**config.mk**
```make
export PLATFORM = sky130hd
export DESIGN_NAME = operand_stage
export DESIGN_NICKNAME = d
export VERILOG_FILES = /design/src/rtl/cpu_pkg.sv /design/src/rtl/reg_file.sv /design/src/rtl/operand_stage.sv
export SDC_FILE = /design/constraint.sdc
export NUM_CORES = 1
export LEC_CHECK = 0
export ABC_CLOCK_PERIOD_IN_PS = 7200
export CORE_ASPECT_RATIO = 0.8
export CORE_MARGIN = 1.5
export CORE_UTILIZATION = 40
export DETAILED_ROUTE_END_ITERATION = 7
export SYNTH_ARGS = -nofsm -noshare
export SYNTH_HDL_FRONTEND = slang
export SYNTH_SLANG_ARGS = --single-unit
```
**constraint.sdc**
```tcl
create_clock -name clk -period 7.2 [get_ports clk]
set_clock_uncertainty 0.2 [all_clocks]
set_input_delay 1.8 -clock clk [delete_from_list [all_inputs] [get_ports clk]]
set_output_delay 1.8 -clock clk [all_outputs]
set_load 0.005 [all_outputs]
```
**src/rtl/cpu_pkg.sv**
```systemverilog
// Shared widths, ALU opcode constants and operand-usage decode for the issue path.
package cpu_pkg;

  localparam int unsigned DATA_W    = 8;
  localparam int unsigned REG_COUNT = 16;
  localparam int unsigned IDX_W     = $clog2(REG_COUNT);
  localparam int unsigned OP_W      = 5;

  localparam logic [OP_W-1:0] OP_NOP = 5'b00000;
  localparam logic [OP_W-1:0] OP_INC = 5'b00100;
  localparam logic [OP_W-1:0] OP_ADD = 5'b00101;
  localparam logic [OP_W-1:0] OP_XOR = 5'b00110;
  localparam logic [OP_W-1:0] OP_MUL = 5'b00111;

  function automatic logic uses_rs1(input logic [OP_W-1:0] op);
    return op inside {OP_INC, OP_ADD, OP_XOR, OP_MUL};
  endfunction

  function automatic logic uses_rs2(input logic [OP_W-1:0] op);
    return op inside {OP_ADD, OP_XOR, OP_MUL};
  endfunction

endpackage

```
**src/rtl/reg_file.sv**
```systemverilog
// 16x8 register file: two combinational read ports with write-to-read bypass,
// one synchronous write port, r0 hardwired to zero.
module reg_file
  import cpu_pkg::*;
(
  input  logic              clk,
  input  logic              rst,
  input  logic              we,
  input  logic [IDX_W-1:0]  waddr,
  input  logic [DATA_W-1:0] wdata,
  input  logic [IDX_W-1:0]  raddr_a,
  input  logic [IDX_W-1:0]  raddr_b,
  output logic [DATA_W-1:0] rdata_a,
  output logic [DATA_W-1:0] rdata_b
);

  logic [DATA_W-1:0] regs_q [REG_COUNT];

  always_ff @(posedge clk) begin
    if (rst) begin
      for (int i = 0; i < REG_COUNT; i++) regs_q[i] <= '0;
    end else if (we && waddr != '0) begin
      regs_q[waddr] <= wdata;
    end
  end

  always_comb begin
    rdata_a = regs_q[raddr_a];
    rdata_b = regs_q[raddr_b];
    if (we && waddr == raddr_a) rdata_a = wdata;
    if (we && waddr == raddr_b) rdata_b = wdata;
    if (raddr_a == '0) rdata_a = '0;
    if (raddr_b == '0) rdata_b = '0;
  end

endmodule

```
**src/rtl/operand_stage.sv**
```systemverilog
// Operand-fetch stage ahead of the ALU: pending-register scoreboard, hazard stall
// and a single output register holding the ALU inputs.
module operand_stage
  import cpu_pkg::*;
(
  input  logic              clk,
  input  logic              rst,
  input  logic              in_valid,
  output logic              in_ready,
  input  logic [OP_W-1:0]   in_aluOp,
  input  logic [IDX_W-1:0]  in_rs1,
  input  logic [IDX_W-1:0]  in_rs2,
  input  logic [IDX_W-1:0]  in_rd,
  input  logic              in_regWrite,
  input  logic              wb_en,
  input  logic [IDX_W-1:0]  wb_rd,
  input  logic [DATA_W-1:0] wb_data,
  output logic              out_valid,
  input  logic              out_ready,
  output logic [OP_W-1:0]   aluOp,
  output logic [DATA_W-1:0] srcA,
  output logic [DATA_W-1:0] srcB,
  output logic [IDX_W-1:0]  out_rd,
  output logic              out_regWrite
);

  logic [DATA_W-1:0]    rd_a, rd_b, op_a, op_b;
  logic [REG_COUNT-1:0] pend_q, pend_d, wb_clr, iss_set, pend_eff;
  logic                 use_a, use_b, hazard, slot_free, accept;

  reg_file u_reg_file (
    .clk     (clk),
    .rst     (rst),
    .we      (wb_en),
    .waddr   (wb_rd),
    .wdata   (wb_data),
    .raddr_a (in_rs1),
    .raddr_b (in_rs2),
    .rdata_a (rd_a),
    .rdata_b (rd_b)
  );

  always_comb begin
    wb_clr = '0;
    if (wb_en) wb_clr[wb_rd] = 1'b1;
    // A write-back landing this cycle already resolves its register.
    pend_eff  = pend_q & ~wb_clr;
    use_a     = uses_rs1(in_aluOp);
    use_b     = uses_rs2(in_aluOp);
    hazard    = (use_a && pend_eff[in_rs1]) || (use_b && pend_eff[in_rs2]) ||
                (in_regWrite && pend_eff[in_rd]);
    slot_free = !out_valid || out_ready;
    in_ready  = rst || (slot_free && !hazard);
    accept    = in_valid && in_ready && !rst;
    op_a      = use_a ? rd_a : '0;
    op_b      = use_b ? rd_b : '0;
    iss_set   = '0;
    if (accept && in_regWrite) iss_set[in_rd] = 1'b1;
    // Set after clear: a new writer wins over a same-cycle write-back.
    pend_d    = pend_eff | iss_set;
    pend_d[0] = 1'b0;
  end

  always_ff @(posedge clk) begin
    if (rst) begin
      pend_q       <= '0;
      out_valid    <= 1'b0;
      aluOp        <= '0;
      srcA         <= '0;
      srcB         <= '0;
      out_rd       <= '0;
      out_regWrite <= 1'b0;
    end else begin
      pend_q <= pend_d;
      if (accept) begin
        out_valid    <= 1'b1;
        aluOp        <= in_aluOp;
        srcA         <= op_a;
        srcB         <= op_b;
        out_rd       <= in_rd;
        out_regWrite <= in_regWrite;
      end else if (slot_free) begin
        out_valid <= 1'b0;
        aluOp     <= OP_NOP;
      end
    end
  end

endmodule

```
# Yosys cells after proc, flatten, opt, wreduce, memory -nomap -nowiden
# Memories as Yosys holds them, arrays and structs flattened.
# Cells that the tools add are included.
[op_classes]
eq_ne = 6
n_reduce_logical = 26
order_cmp = 6
bitwise_logic = 3
muxes = 30
[ops]
columns = ["cell", "count"]
rows = [
  ["2-to-1 mux 8 bit", 7],
  ["2-to-1 mux 16 bit", 2],
  ["== test 5 x 3 -> 1 bit (second input constant)", 4],
  ["< comparator 4 x 5 -> 1 bit (second input constant)", 4],
  ["AND 16 bit", 1],
  ["inverter 16 bit", 1],
  ["bitwise OR 16 bit", 1],
  ["2-to-1 mux 1 bit", 13],
  ["binary-select mux 1 bit (select 4 bit)", 3],
  ["logical AND 1 bit", 12],
  ["2-to-1 mux 5 bit", 2],
  ["demux 1 bit (select 4 bit)", 2],
  ["== test 4 bit", 2],
  ["greater-or-equal comparator 4 x 1 -> 1 bit (second input constant)", 2],
  ["zero test 4 bit", 2],
  ["nonzero test 4 bit", 2],
  ["OR reduction 8 bit", 1],
  ["logical OR 1 bit", 4],
  ["2-to-1 mux 4 bit", 1],
  ["zero test 1 bit", 3],
  ["nonzero test 3 bit", 1],
  ["nonzero test 2 bit", 1],
]
[totals]
regBits = 43
in_bits = 35
memories = 1
elab_cells = 80
mem_bits_rw = 128
output_inout_bits = 28
[mem_list]
columns = ["name", "words", "word_bits", "read_ports", "rd_ports_with_merged_regs", "wr", "line", "text"]
rows = [
  ["u_reg_file.regs_q", 16, 8, 2, 0, 16, "reg_file.sv:17", "logic [DATA_W-1:0] regs_q [REG_COUNT];"],
]

# Longest topological paths before layout
[logic_depth]
depth_word = 20
ltp_mapped = 11

# By module
# Synthesis repeated with hierarchy kept, for this count alone.
[unflattened]
cells_unflattened = 816
area_unflattened_um2 = 9542.9
[modules_own_cells]
columns = ["mod", "instances", "area_each_um2", "cells_each"]
rows = [
  ["reg_file", 1, 7194.4, 550],
  ["operand_stage", 1, 2348.5, 266],
]

# Worst setup path before layout
# No wires, ideal clock.
[synth_path]
kind = "in2out"
from = "input port wb_en"
to = "output port in_ready"
arrival_time_ns = 3.688
slack_ns = 1.512
stages = 10
cell_sequence = "and3b_1 buf_2 buf_4 a311oi_1 a311oi_1 o41ai_1 a32o_1 buf_2 buf_2 o21ai_0"
[synth_between]
elab_chain_len = 11
[synth_rtl]
columns = ["item", "line", "text"]
rows = [
  ["start, declared", "operand_stage.sv:15", "input logic wb_en,"],
  ["2-to-1 mux 16 bit *", "operand_stage.sv:45", "if (wb_en) wb_clr[wb_rd] = 1'b1;"],
  ["inverter 16 bit *", "operand_stage.sv:47", "pend_eff = pend_q & ~wb_clr;"],
  ["AND 16 bit *", "operand_stage.sv:47", ""],
  ["binary-select mux 1 bit (select 4 bit)", "operand_stage.sv:50", "hazard = (use_a && pend_eff[in_rs1]) || (use_b && pend_eff[in_rs2]) ||"],
  ["2-to-1 mux 1 bit (not written as such)", "operand_stage.sv:50", ""],
  ["logical AND 1 bit", "operand_stage.sv:50", ""],
  ["logical OR 1 bit", "operand_stage.sv:50", ""],
  ["logical OR 1 bit *", "operand_stage.sv:50", ""],
  ["zero test 1 bit *", "operand_stage.sv:53", "in_ready = rst || (slot_free && !hazard);"],
  ["logical AND 1 bit *", "operand_stage.sv:53", ""],
  ["logical OR 1 bit *", "operand_stage.sv:53", ""],
  ["end, declared", "operand_stage.sv:9", "output logic in_ready,"],
]
# Mark *: on every way between the ends. The rest lies on a longest branch, timed or not. The select of a mux whose other input is x is not followed.

# Final worst setup path
[layout_path]
from = "input port wb_rd[2]"
to = "output port in_ready"
[layout_between]
elab_chain_len = 15
[layout_rtl]
columns = ["item", "line", "text"]
rows = [
  ["start, declared", "operand_stage.sv:16", "input logic [IDX_W-1:0] wb_rd,"],
  ["< comparator 4 x 5 -> 1 bit (not written as such) / greater-or-equal comparator 4 x 1 -> 1 bit (equally long branches)", "operand_stage.sv:45", ""],
  ["logical AND 1 bit (not written as such)", "operand_stage.sv:45", ""],
  ["2-to-1 mux 1 bit (not written as such)", "operand_stage.sv:45", ""],
  ["demux 1 bit (select 4 bit) *", "operand_stage.sv:45", ""],
  ["2-to-1 mux 16 bit *", "operand_stage.sv:45", ""],
  ["inverter 16 bit *", "operand_stage.sv:47", ""],
  ["AND 16 bit *", "operand_stage.sv:47", ""],
  ["binary-select mux 1 bit (select 4 bit)", "operand_stage.sv:50", ""],
  ["2-to-1 mux 1 bit (not written as such)", "operand_stage.sv:50", ""],
  ["logical AND 1 bit", "operand_stage.sv:50", ""],
  ["logical OR 1 bit", "operand_stage.sv:50", ""],
  ["logical OR 1 bit *", "operand_stage.sv:50", ""],
  ["zero test 1 bit *", "operand_stage.sv:53", ""],
  ["logical AND 1 bit *", "operand_stage.sv:53", ""],
  ["logical OR 1 bit *", "operand_stage.sv:53", ""],
]
# Marked as above.

==> metrics.txt <==
outcome finished, final reports clean; Root Driver clkbuf_16; yosys warns 0; Chip Width 175 um; register area 4680 um2; Slew @ Worst Pin 1320 ps; n_diodes 0; 1st-iter DRT viols 823; Hold Path Stages 2; placer congestion estimate 0.913; IO Pins 63; clock slew at reported path FFs 70 ps; Synth Area in Compound Gates 0.103; DP HPWL 20400 um; chip height 140 um; initial antenna violation count 0; post-synthesis mux area share 0.211; pwr dens 213 nW/um2; largest net degree at the start of global routing 47; CTS hold repair buffers 0; final setup violation count 0; largest stage delay on the critical path 610 ps; maxcap violations 0; post-synthesis cell area 9430 um2; CTS Buf Count 17; Reg2Reg Depth 6; H-Tree Depth 4; Layout area overhead 17.4%; Routed Antenna Nets 0; final WL 28800 um; Max VDD drop 0.156 mV; number of port buffers 62; Fillers 2066; slowest cell on the critical path clkdlybuf4s50_1; Most common cell on crit path clkdlybuf4s50_1; Lkg Pwr 3.73 nW; adder-cell share of the synthesized area 0; area of the multi-input gates 4480 um2; Pins Over Slew Limit 0; Rows 50; Cells after Synth 714; ratio of final minimum period to clock period 0.959; worst path cell trace clkdlybuf4s50_1, buf_4, nor2b_1, nand2_1, a311oi_1, o41ai_1, a32o_1, o21ai_0, clkdlybuf4s50_1; Slew HR 0.111; first-pass detailed-route iteration total 5; synthesized flop and latch total 170; Overall Global Routing Usage 0.244; post-synth cell types 67; CTS resizes 0; Top FF cell, synth edfxtp_1; sequential share of the synthesized area 0.497; XOR/XNOR share of the synthesized area 0.00743; via count 6705; Setup crit end kind primary output; critical path depth 9; Synth Area in Simple Gates 0.149; RSZ-0062 raised after global routing false; Post-CTS Setup Bufs 0; total power 2.36 mW; largest family of logic cells by synthesized area multiplexers; CP Class in2out; placed cells 1079; clock sinks 170; clock buffer depth 2; syn avg cell area 13.2 um2; Post-synth EDFFs 128; Async SR Flop Fraction 0; layout cells sized above 1 0.218; Finished Layout Cells 1111; first-pass GRT wire length 43500 um; DRC 0; Initial Utilization 0.405; post-layout util 0.475; final hold violations 0; WP buf/inv 3; vias per cell 6.04; insertion delay to the later sink of the worst-skew pair 440 ps; number of global-route vias before repair 6690; critical path fanouts, max 9; Peak Freq 145 MHz; critical path startpoint category input pin; nets 821; grt total ovfl 0; core area 23300 um2; CTS tree built; family with the most delay on the worst path buffers and inverters; reg2reg setup slack 4090 ps; CP required 5200 ps; CP arrival 4910 ps; Die ar. 24500 um2; post-DR wirelength/cell 25.9 um; HP Class reg2reg; setup_tns 0 ps; post-route minimum period 6910 ps
cells in the final DEF (no fill, tap or decap), types with 3 or more instances in the layout:
master | synthesis | routed
xnor2_1 | 4 | 4
clkbuf_16 | 0 | 18
clkinv_2 | 0 | 4
mux2i_1 | 18 | 18
xor2_1 | 4 | 4
nand3_1 | 15 | 15
inv_1 | 7 | 7
o32ai_1 | 8 | 8
and2_1 | 120 | 120
a311oi_1 | 9 | 9
nand2b_1 | 18 | 18
edfxtp_1 | 128 | 128
o22ai_1 | 3 | 3
or3b_2 | 3 | 3
o2111ai_1 | 4 | 4
mux4_2 | 80 | 80
o211ai_1 | 18 | 18
buf_2 | 14 | 4
buf_4 | 5 | 44
o21ai_0 | 23 | 22
a2111oi_0 | 3 | 3
o41ai_1 | 4 | 4
inv_6 | 0 | 3
conb_1 | 1 | 8
or4_1 | 4 | 4
nor2_1 | 20 | 20
nor2b_1 | 7 | 7
a32o_1 | 7 | 7
nand4b_1 | 3 | 3
nor3_1 | 8 | 8
a21oi_1 | 12 | 12
o21ai_1 | 2 | 3
dfxtp_1 | 42 | 42
nand2_1 | 25 | 25
clkdlybuf4s50_1 | 0 | 58
o31ai_1 | 15 | 14
worst paths after layout:
kind                    from        end
setup reg to reg  pend_q[10]  pend_q[9]
hold / removal     out_rd[2]  out_rd[2]
hold reg to reg    out_rd[2]  out_rd[2]
setup / recovery    wb_rd[2]   in_ready
cells by family after synthesis:
logic type | after synthesis
and+or+nand+nor | 239
DFF | 170
AOI/OAI and AO/OA | 130
muxes | 99
buffers and inverters | 67
xor gates and xnor gates | 8
other | 1
flip-flops by register name (all words and copies together) (netlist names):
name / count
u_reg_file.regs_q: 128
pend_q: 15
srcA: 8
srcB: 8
aluOp: 5
out_rd: 4
out_regWrite: 1
out_valid: 1
tightest hold or removal path: stages, from the launching register on:
cell	delay, ps
dfxtp_1	310
nand2_1	50
o21ai_1	50
per-layer routing:
metal	vias to the layer above	track usage	share of wire
met4	0	0.0504	0.0074
met3	21	0.0651	0.095
met1	3444	0.374	0.46
met2	290	0.345	0.44
li1	2950	-	-
met5	-	0	0
layout make-up:
cell class | count | area share
Clock inverter | 12 | 0.00780
Inverter | 7 | 0.00238
Sequential cell | 170 | 0.423
Tap cell | 312 | 0.0353
Timing Repair Buffer | 106 | 0.0841
Multi-Input combinational cell | 484 | 0.405
Clock buffer | 20 | 0.0423
synth_stat cells (18+ instances only):
cell type / n / area, um2
o211ai_1: 18 / 135
nor2_1: 20 / 75.1
and2_1: 120 / 751
edfxtp_1: 128 / 3840
clkbuf_1: 34 / 128
o21ai_0: 23 / 115
nand2_1: 25 / 93.8
dfxtp_1: 42 / 841
nand2b_1: 18 / 113
mux4_2: 80 / 1800
mux2i_1: 18 / 180
where the power goes:
| part | leakage [nW] | switching (mW) | total (mW) | internal (mW) |
|---|---|---|---|---|
| logic | 1.89 | 0.191 | 0.344 | 0.153 |
| registers | 1.57 | 0.0255 | 1.13 | 1.10 |
| clock network | 0.279 | 0.408 | 0.884 | 0.476 |
| total | 3.73 | 0.624 | 2.36 | 1.73 |
stage by stage:
stage | worst slack (ps) | area [um2] | hold slack, ps
2_1_floorplan | 1510 | 9450 | 245
3_5_place_dp | 401 | 10500 | 253
6_report | 293 | 11100 | 261
5_1_grt | 163 | 11100 | 290
4_1_cts | 384 | 11100 | 262
3_3_place_gp | 484 | 10500 | 236
Power figures use the tool's default switching activity.
